===== src/rtl/multicycle_datapath_controller.sv =====
// Multi-cycle MIPS control FSM: walks each instruction through fetch, decode,
// execute, memory and writeback, with a timed request/ack memory handshake.
//
// state     | meaning
// ----------+------------------------------------------------------------
// IDLE      | no instruction in flight; waits for Run
// FETCH     | instruction read; opcode latched and PC/IR loaded on MemAck
// DECODE    | one cycle to classify the latched opcode; flags illegal ones
// EXECUTE   | ALU operand/operation select (ALU op or lw/sw address calc)
// MEM       | data read (lw) or write (sw) with the same handshake as FETCH
// WRITEBACK | register file write from ALU result or loaded data
// BRANCH    | beq compare; datapath gates the PC update with Zero
// FAULT     | memory never answered; sticky until reset
module multicycle_datapath_controller #(
  parameter int OPCODE_W    = 6,
  parameter int ALUOP_W     = 4,
  parameter int MEM_TIMEOUT = 15
) (
  input  logic                Clk,
  input  logic                Rst,
  input  logic                Run,
  input  logic [OPCODE_W-1:0] OpCode,
  input  logic                MemAck,
  output logic                MemReq,
  output logic                RegDst,
  output logic                RegWrite,
  output logic                AluSrc,
  output logic                MemWrite,
  output logic                MemRead,
  output logic                Branch,
  output logic                MemToReg,
  output logic                SignExt,
  output logic [ALUOP_W-1:0]  AluOp,
  output logic                PCWrite,
  output logic                IRWrite,
  output logic                InstrDone,
  output logic                Illegal,
  output logic                Fault
);

  localparam int CNT_W = $clog2(MEM_TIMEOUT + 1);

  typedef enum logic [2:0] {
    S_IDLE      = 3'd0,
    S_FETCH     = 3'd1,
    S_DECODE    = 3'd2,
    S_EXECUTE   = 3'd3,
    S_MEM       = 3'd4,
    S_WRITEBACK = 3'd5,
    S_BRANCH    = 3'd6,
    S_FAULT     = 3'd7
  } state_t;

  state_t              state_q, state_d;
  logic [OPCODE_W-1:0] opcode_q, opcode_d;
  logic [CNT_W-1:0]    cnt_q, cnt_d;

  logic       dec_legal;
  logic       dec_beq;
  logic       dec_lw;
  logic       dec_sw;
  logic       dec_reg_dst;
  logic       dec_alu_src;
  logic       dec_sign_ext;
  logic       dec_mem_to_reg;
  logic [3:0] dec_alu_op;
  logic [5:0] op6;
  logic       upper_zero;
  logic       timeout_hit;

  assign op6         = opcode_q[5:0];
  assign upper_zero  = ((opcode_q >> 6) == '0);
  assign timeout_hit = (cnt_q == CNT_W'(MEM_TIMEOUT - 1));

  // Opcode decode from the latched instruction only, so every control is
  // stable for the whole state it belongs to.
  always_comb begin
    dec_legal      = 1'b1;
    dec_beq        = 1'b0;
    dec_lw         = 1'b0;
    dec_sw         = 1'b0;
    dec_reg_dst    = 1'b0;
    dec_alu_src    = 1'b0;
    dec_sign_ext   = 1'b0;
    dec_mem_to_reg = 1'b0;
    dec_alu_op     = 4'b0000;
    case (op6)
      6'b000000: begin dec_sign_ext = 1'b1; dec_alu_op = 4'b0000; end
      6'b011100: begin dec_sign_ext = 1'b1; dec_alu_op = 4'b1100; end
      6'b011111: begin dec_reg_dst = 1'b1; dec_alu_src = 1'b1; dec_alu_op = 4'b0000; end
      6'b001001: begin dec_reg_dst = 1'b1; dec_alu_src = 1'b1; dec_alu_op = 4'b0111; end
      6'b001000: begin
        dec_reg_dst = 1'b1; dec_alu_src = 1'b1; dec_sign_ext = 1'b1; dec_alu_op = 4'b0001;
      end
      6'b001100: begin dec_reg_dst = 1'b1; dec_alu_src = 1'b1; dec_alu_op = 4'b0100; end
      6'b001101: begin dec_reg_dst = 1'b1; dec_alu_src = 1'b1; dec_alu_op = 4'b0011; end
      6'b001110: begin dec_reg_dst = 1'b1; dec_alu_src = 1'b1; dec_alu_op = 4'b0101; end
      6'b001010: begin
        dec_reg_dst = 1'b1; dec_alu_src = 1'b1; dec_sign_ext = 1'b1; dec_alu_op = 4'b1010;
      end
      6'b001011: begin
        dec_reg_dst = 1'b1; dec_alu_src = 1'b1; dec_sign_ext = 1'b1; dec_alu_op = 4'b1011;
      end
      6'b100011: begin
        dec_lw = 1'b1; dec_reg_dst = 1'b1; dec_alu_src = 1'b1; dec_sign_ext = 1'b1;
        dec_mem_to_reg = 1'b1; dec_alu_op = 4'b0001;
      end
      6'b101011: begin
        dec_sw = 1'b1; dec_alu_src = 1'b1; dec_sign_ext = 1'b1; dec_alu_op = 4'b0001;
      end
      6'b000100: dec_beq = 1'b1;
      default:   dec_legal = 1'b0;
    endcase
    if (!upper_zero) begin
      dec_legal = 1'b0;
    end
  end

  always_ff @(posedge Clk or negedge Rst) begin
    if (!Rst) begin
      state_q  <= S_IDLE;
      opcode_q <= '0;
      cnt_q    <= '0;
    end else begin
      state_q  <= state_d;
      opcode_q <= opcode_d;
      cnt_q    <= cnt_d;
    end
  end

  // The timeout counter only survives a cycle while a request is unanswered;
  // every other path falls through to the cleared default.
  always_comb begin
    state_d   = state_q;
    opcode_d  = opcode_q;
    cnt_d     = '0;
    MemReq    = 1'b0;
    RegDst    = 1'b0;
    RegWrite  = 1'b0;
    AluSrc    = 1'b0;
    MemWrite  = 1'b0;
    MemRead   = 1'b0;
    Branch    = 1'b0;
    MemToReg  = 1'b0;
    SignExt   = 1'b0;
    AluOp     = '0;
    PCWrite   = 1'b0;
    IRWrite   = 1'b0;
    InstrDone = 1'b0;
    Illegal   = 1'b0;
    Fault     = 1'b0;
    case (state_q)
      S_IDLE: begin
        if (Run) state_d = S_FETCH;
      end
      S_FETCH: begin
        MemReq  = 1'b1;
        MemRead = 1'b1;
        // PC/IR load is qualified by the ack itself so it lands in the same
        // cycle the instruction word is on the bus.
        if (MemAck) begin
          opcode_d = OpCode;
          PCWrite  = 1'b1;
          IRWrite  = 1'b1;
          state_d  = S_DECODE;
        end else if (timeout_hit) begin
          state_d = S_FAULT;
        end else begin
          cnt_d = cnt_q + CNT_W'(1);
        end
      end
      S_DECODE: begin
        if (!dec_legal) begin
          Illegal   = 1'b1;
          InstrDone = 1'b1;
          state_d   = Run ? S_FETCH : S_IDLE;
        end else if (dec_beq) begin
          state_d = S_BRANCH;
        end else begin
          state_d = S_EXECUTE;
        end
      end
      S_EXECUTE: begin
        AluSrc  = dec_alu_src;
        SignExt = dec_sign_ext;
        AluOp   = ALUOP_W'(dec_alu_op);
        state_d = (dec_lw || dec_sw) ? S_MEM : S_WRITEBACK;
      end
      S_MEM: begin
        MemReq   = 1'b1;
        MemRead  = dec_lw;
        MemWrite = dec_sw;
        if (MemAck) begin
          if (dec_sw) begin
            InstrDone = 1'b1;
            state_d   = Run ? S_FETCH : S_IDLE;
          end else begin
            state_d = S_WRITEBACK;
          end
        end else if (timeout_hit) begin
          state_d = S_FAULT;
        end else begin
          cnt_d = cnt_q + CNT_W'(1);
        end
      end
      S_WRITEBACK: begin
        RegWrite  = 1'b1;
        RegDst    = dec_reg_dst;
        MemToReg  = dec_mem_to_reg;
        InstrDone = 1'b1;
        state_d   = Run ? S_FETCH : S_IDLE;
      end
      S_BRANCH: begin
        Branch    = 1'b1;
        AluOp     = ALUOP_W'(4'b0010);
        InstrDone = 1'b1;
        state_d   = Run ? S_FETCH : S_IDLE;
      end
      S_FAULT: begin
        Fault = 1'b1;
      end
      default: state_d = S_IDLE;
    endcase
  end

endmodule


===== config.mk =====
export PLATFORM = sky130hd
export DESIGN_NAME = multicycle_datapath_controller
export DESIGN_NICKNAME = d
export VERILOG_FILES = /design/src/rtl/multicycle_datapath_controller.sv
export SDC_FILE = /design/constraint.sdc
export NUM_CORES = 1
export LEC_CHECK = 0
export BUFFER_PORTS_ARGS = -buffer_cell sky130_fd_sc_hd__buf_2
export CAP_MARGIN = 20
export CORE_UTILIZATION = 52
export DETAILED_ROUTE_END_ITERATION = 10
export PLACE_DENSITY_LB_ADDON = 0.1
export SLEW_MARGIN = 20
export SYNTH_ARGS = -nofsm -noshare
export SYNTH_HDL_FRONTEND = slang
export SYNTH_SLANG_ARGS = --single-unit
export TNS_END_PERCENT = 100

===== constraint.sdc =====
create_clock -name Clk -period 1.7 [get_ports Clk]
set_input_delay 0.085 -clock Clk [delete_from_list [all_inputs] [get_ports Clk]]
set_output_delay 0.085 -clock Clk [all_outputs]
set_load 0.02 [all_outputs]

==> metrics.yaml, run 1 <==
fmax_mhz: 517
row_count: 16
cp-start-kind: "flop"
cp_slowest_cell: "dfrtp_2"
clkLatencyLatePin_ps: 280
multi_input_area_um2: 801
status: "complete, but fails checks"
hold_violations: 0
syn_inst: 140
fin_ws_ps: -234
synth_flop_cell: "dfrtp_1"
power_leakage_nw: 0.783
yosys_warnings: 0
dp_slack_ps: 78.8
avgViaCountPerCell: 5.99
cts-root-buf: "clkbuf_4"
grt_pass1_wl_um: 4650
fin_crit_ps: 1930
cap_violations: 0
nFillCells: 111
p_sw_share_pct: 28.9
seqPwrFrac_pct: 48.7
path_cells: "buf_6 > buf_6 > nor2b_1 > o21ai_1 > o31ai_1 > nand2_1 > a211oi_2 > buf_4"
cpMostUsedCell: "buf_6"
slew_headroom_pct: 79.2
cts_tree: "done"
wl_um: 3600
fin_nets: 212
skew_ps: 7.29
crit_required_ps: 1620
first_iter_violations: 100
grt_antenna_before_repair: 0
yosys.area.top_type: "dfrtp_1"
syn-cell-area_um2: 1100
ys_ff_latch: 13
dpl.hpwl_um: 2000
die_x_um: 48.1
ioPinCount: 28
syn_to_final_growth_pct: 53.9
pwr-share-comb_pct: 23.3
die_h_um: 48.1
cts_buffers: 3
startpoint: "op6[2]"
grt-ovfl-total: 0
grt_max_degree: 14
ys_types: 43
setup_viol: 6
synthTopCellsByArea: "dfrtp_1, nor2_1, nand2_1"
place.gp.congestion: 0.869
synth_edf_count: 0
ir_drop_mv: 0.444
rsz0062_at_grt: "yes"
drive_gt1_share_pct: 52.8
p_int_uw: 489
initial_core_util_pct: 55.7
drtPass1Iterations: 5
route.detailed.drc: 0
critical_path.max_fanout: 6
coreArea_um2: 1980
power.switching_uw: 199
seqCellArea_um2: 335
r2r-start: "state_q[2]"
critical_path_arrival_ps: 1850
end_kind: "primary output"
hp-start: "OpCode[4]"
worst-setup-path-type: "reg -> out"
min_period_over_period_pct: 114
grt_use_total_pct: 29.9
avgRoutedWirePerCell_um: 15.9
p_per_area_nw_per_um2: 405
io_buffer_count: 27
clock_path_buffers: 2
synth_area_per_cell_um2: 7.88
synth_fp_nets: 152
finalMaxSlewViolations: 0
antenna_cells: 0
fp.dieArea_um2: 2310
violations: "negative setup slack"
ant_nets: 0
vias: 1354
grt_pass1_vias: 1059
synth.top_cell.area_share_pct: 29.5
h-tree-depth: 1
hp-class: "in -> reg"
clock_sinks: 13
cpPeakStageDelay_ps: 450
tns_ps: -551
async_flop_share_pct: 100
total_power_uw: 688
seq_area_frac_synth_pct: 29.5
worst_pin_slew_ps: 310
cts.reportedPaths.clkPinSlew_ps: 70
p_clk_share_pct: 28.0
[kinds of logic after synthesis]
| kind of cell | count (synthesis) | share of synthesized area [%] |
|---|---|---|
| adders and majority gates | 2 | 2.27 |
| AOI/OAI and AO/OA | 33 | 18.5 |
| and+or+nand+nor | 71 | 35.3 |
| buffers and inverters | 14 | 7.82 |
| muxes | 5 | 5.10 |
| xor gates and xnor gates | 2 | 1.59 |
| DFF | 13 | 29.5 |
[flip-flops by register name, indices dropped and copies added (netlist names)]
name and flops:
state_q 3, op6 6, cnt_q 4
[power by group through the flow]
stage / Combinational, mW / Sequential (mW) / Clock, mW
after floorplan: 0.0638 / 0.328 / 0
after global placement: 0.0875 / 0.340 / 0
after detailed placement: 0.0896 / 0.341 / 0
after CTS: 0.129 / 0.334 / 0.198
after global routing: 0.168 / 0.336 / 0.206
final: 0.160 / 0.335 / 0.193
[area by class of cell]
type | count | share of cell area (%)
well taps | 27 | 1.99
repair buffers | 65 | 28.7
multi-input cells | 113 | 47.2
clock buffers | 4 | 1.55
inverters | 4 | 0.884
flip-flops and latches | 13 | 19.7
[metrics by stage]
stage | cell area [um^2] | hold slack, ps | cells | util [%]
after floorplan | 1100 | -211 | 140 | -
after global placement | 1310 | -20.7 | 199 | 66.3
after detailed placement | 1310 | -17.8 | 199 | 66.3
after CTS | 1570 | 4.56 | 220 | 79.2
after global routing | 1700 | 27.8 | 226 | 85.7
final | 1700 | 10.7 | 226 | 85.7
[worst max-delay path, delay by kind of cell, from the launching register on]
family | cells | cell delay [ps]
AOI/OAI and AO/OA | 3 | 440
buffers and inverters | 3 | 410
DFF | 1 | 450
and+or+nand+nor | 2 | 260
[worst paths after layout]
check	endpoint	slack, ps	cells after the start
max in group asynchronous	op6[0]	1250	2
max	AluOp[0]	-230	8
min in group asynchronous	cnt_q[1]	210	2
max reg2reg	op6[2]	120	5
min	op6[4]	10	3
min reg2reg	cnt_q[0]	500	1
[layout by cell type, fill, tap and decap left out, drive strengths merged, types with 2 or more instances in the layout]
cell type	netlist	layout
nor2b	4	4
a31oi	4	4
o21ai	9	9
a31o	2	2
nor2	20	20
nand3	5	5
nand4	2	2
and3	2	2
dfrtp	13	13
nand2b	4	4
or2b	2	2
buf	10	64
a211oi	3	3
nor3b	2	2
clkbuf	0	4
nand2	16	16
a21oi	8	8
nor4	2	2
mux2	5	5
nor3	4	4
inv	4	4
ha	2	2
and4	2	2
or3	2	2
[layer usage]
layer | GRT usage, % | wire (um)
met1 | 38.6 | 1500
met5 | 0 | 0
met4 | 14.4 | 112
met2 | 48.1 | 1710
met3 | 5.28 | 279
[Yosys cell counts (2+ instances only)]
library cell / instances
dfrtp_1: 13
inv_1: 4
mux2_2: 5
o21ai_0: 9
nand4_1: 2
nand2b_1: 3
nor3_1: 3
a31oi_1: 4
ha_1: 2
or3_1: 2
and3_1: 2
nand2_1: 16
nor2_1: 20
nor2b_1: 3
a211oi_1: 3
nor4_1: 2
or2b_1: 2
a21oi_1: 8
buf_4: 6
and4_1: 2
nand3_1: 5
buf_2: 3
[repair_timing]
item	CTS	global route
buffers inserted	16	6
resized for setup	37	23
endpoints found under the hold margin	13	0
endpoints found under the setup margin	9	13
pin swaps	5	6
hold buffers	1	0
Note: power is estimated with default switching activity, not from simulation.
==> run 2: changes to the inputs <==
Settings changed: PLACE_DENSITY from default to 0.81, PLACE_DENSITY_LB_ADDON 0.1 to default.
==> metrics.yaml, run 2 (synthesis results as in run 1) <==
syn_to_final_growth_pct: 61.3
worst_pin_slew_ps: 399
violations: "negative setup slack"
grt_max_degree: 14
final_common_cell: "buf_4"
cp_slowest_cell: "dfrtp_2"
initial_core_util_pct: 55.7
cts.reportedPaths.clkPinSlew_ps: 80
slew_headroom_pct: 73.3
rsz0062_at_grt: "yes"
fin_ws_ps: -176
critical_path_arrival_ps: 1790
status: "complete, but fails checks"
p_int_uw: 495
cts_tree: "done"
final_cell_mix: "buf_4, buf_2, nor2_1, buf_6, nand2_1"
ioPinCount: 28
seqPwrFrac_pct: 46.5
clkLatencyLatePin_ps: 290
grt-ovfl-total: 0
dp_slack_ps: 109
hold_end: "op6[4]"
largest_reg_flops: 6
ir_drop_mv: 0.516
fp.dieArea_um2: 2310
drtPass1Iterations: 4
path_delay_family: "compound AO/OA/AOI/OAI gates"
r2r-end: "state_q[0]"
cpPeakStageDelay_ps: 510
power.switching_uw: 231
fmax_mhz: 533
vias: 1429
r2r_setup_slack_ps: -90
coreArea_um2: 1980
hold_violations: 0
fin_hold_ws_ps: 25.3
cp_num_buf_inv: 1
grt_antenna_before_repair: 0
h-tree-depth: 1
cts-root-buf: "clkbuf_4"
path_cells: "and4_4 > o21ai_2 > a31oi_4 > nor3_4 > a31o_1 > buf_6"
wl_um: 4570
nFillCells: 88
clock_path_buffers: 2
avgViaCountPerCell: 6.50
cp-start-kind: "flop"
worst-setup-path-type: "reg -> out"
clock_sinks: 13
route.detailed.drc: 0
total_power_uw: 726
ant_nets: 0
avgRoutedWirePerCell_um: 20.8
die_x_um: 48.1
cap_violations: 0
fin_nets: 206
p_per_area_nw_per_um2: 408
antenna_cells: 0
row_count: 16
p_sw_share_pct: 31.8
dpl.hpwl_um: 2020
die_h_um: 48.1
r2r-start: "op6[2]"
place.gp.congestion: 0.885
crit_required_ps: 1620
io_buffer_count: 27
end_kind: "primary output"
setup_viol: 11
tns_ps: -1060
grt_pass1_wl_um: 5210
fin_crit_ps: 1880
p_clk_share_pct: 27.9
r2r_cells: 6
hp-start: "OpCode[4]"
hold-path-cell-count: 3
pwr-share-comb_pct: 25.6
drive_gt1_share_pct: 58.5
power_leakage_nw: 0.787
critical_path.max_fanout: 7
final_cells: 220
skew_ps: 12.9
cts_buffers: 3
dpl.cell_count: 198
finalMaxSlewViolations: 0
grt_use_total_pct: 32.8
min_period_over_period_pct: 110
hp-class: "in -> reg"
grt_pass1_vias: 1232
first_iter_violations: 85
-- run 2: cell count changes in the layout (fill, tap and decap cells not counted), sizes merged --
cell,previous run,this run
buf,64,58
-- run 2: tightest hold or removal path, cell delays in order --
cell     delay (ps)
buf_2            80
nand2_1          40
o21ai_0          70
-- run 2: how the worst max path moves through the flow --
| stage | startpoint | to | slack, ps | cells past startpoint |
|---|---|---|---|---|
| 6_report | op6[1] | InstrDone | -180 | 6 |
| 5_1_grt | op6[5] | AluOp[0] | -230 | 7 |
| 4_1_cts | op6[0] | MemRead | -60 | 6 |
| 3_5_place_dp | op6[0] | InstrDone | 110 | 6 |
| 3_3_place_gp | op6[0] | InstrDone | 150 | 6 |
| 2_1_floorplan | op6[4] | InstrDone | 30 | 6 |
-- run 2: per-stage QoR --
step	util [%]	area (um^2)
finish	89.8	1780
global route	89.8	1780
CTS	78.5	1560
detailed placement	65.9	1310
global placement	65.9	1310
floorplan	-	1100
-- run 2: cell type report --
type,instances,area (um^2),share of cell area (%)
clock buffers,4,26.3,1.48
inverters,4,15.0,0.843
multi-input cells,113,908,51.0
well taps,27,33.8,1.90
repair buffers,59,464,26.1
flip-flops and latches,13,333,18.7
-- run 2: timing repair --
action                                  in CTS  in global routing
pin swaps                                   12                 10
gates cloned                                 0                  0
endpoints found under the setup margin      10                 14
hold buffers                                 1                  0
setup buffers                               13                  4
gates resized for setup                     34                 50
hold endpoints to repair                    13                  0
-- run 2: layer usage --
metal  vias up  global-route usage, %  part of all wire, %  wire length (um)
li1        606                      -                    -                 -
met1       676                   38.1                   38              1750
met2       112                   55.7                   46              2110
met3        35                   7.17                  8.7               399
met4         0                   18.3                  6.7               306
met5         -                      0                    0                 0
-- run 2: power groups by stage --
stage | clock [mW] | sequential, mW | combinational [mW]
3_5_place_dp | 0 | 0.339 | 0.0917
3_3_place_gp | 0 | 0.338 | 0.0894
6_report | 0.203 | 0.338 | 0.186
4_1_cts | 0.199 | 0.332 | 0.132
5_1_grt | 0.214 | 0.339 | 0.196
2_1_floorplan | 0 | 0.328 | 0.0638
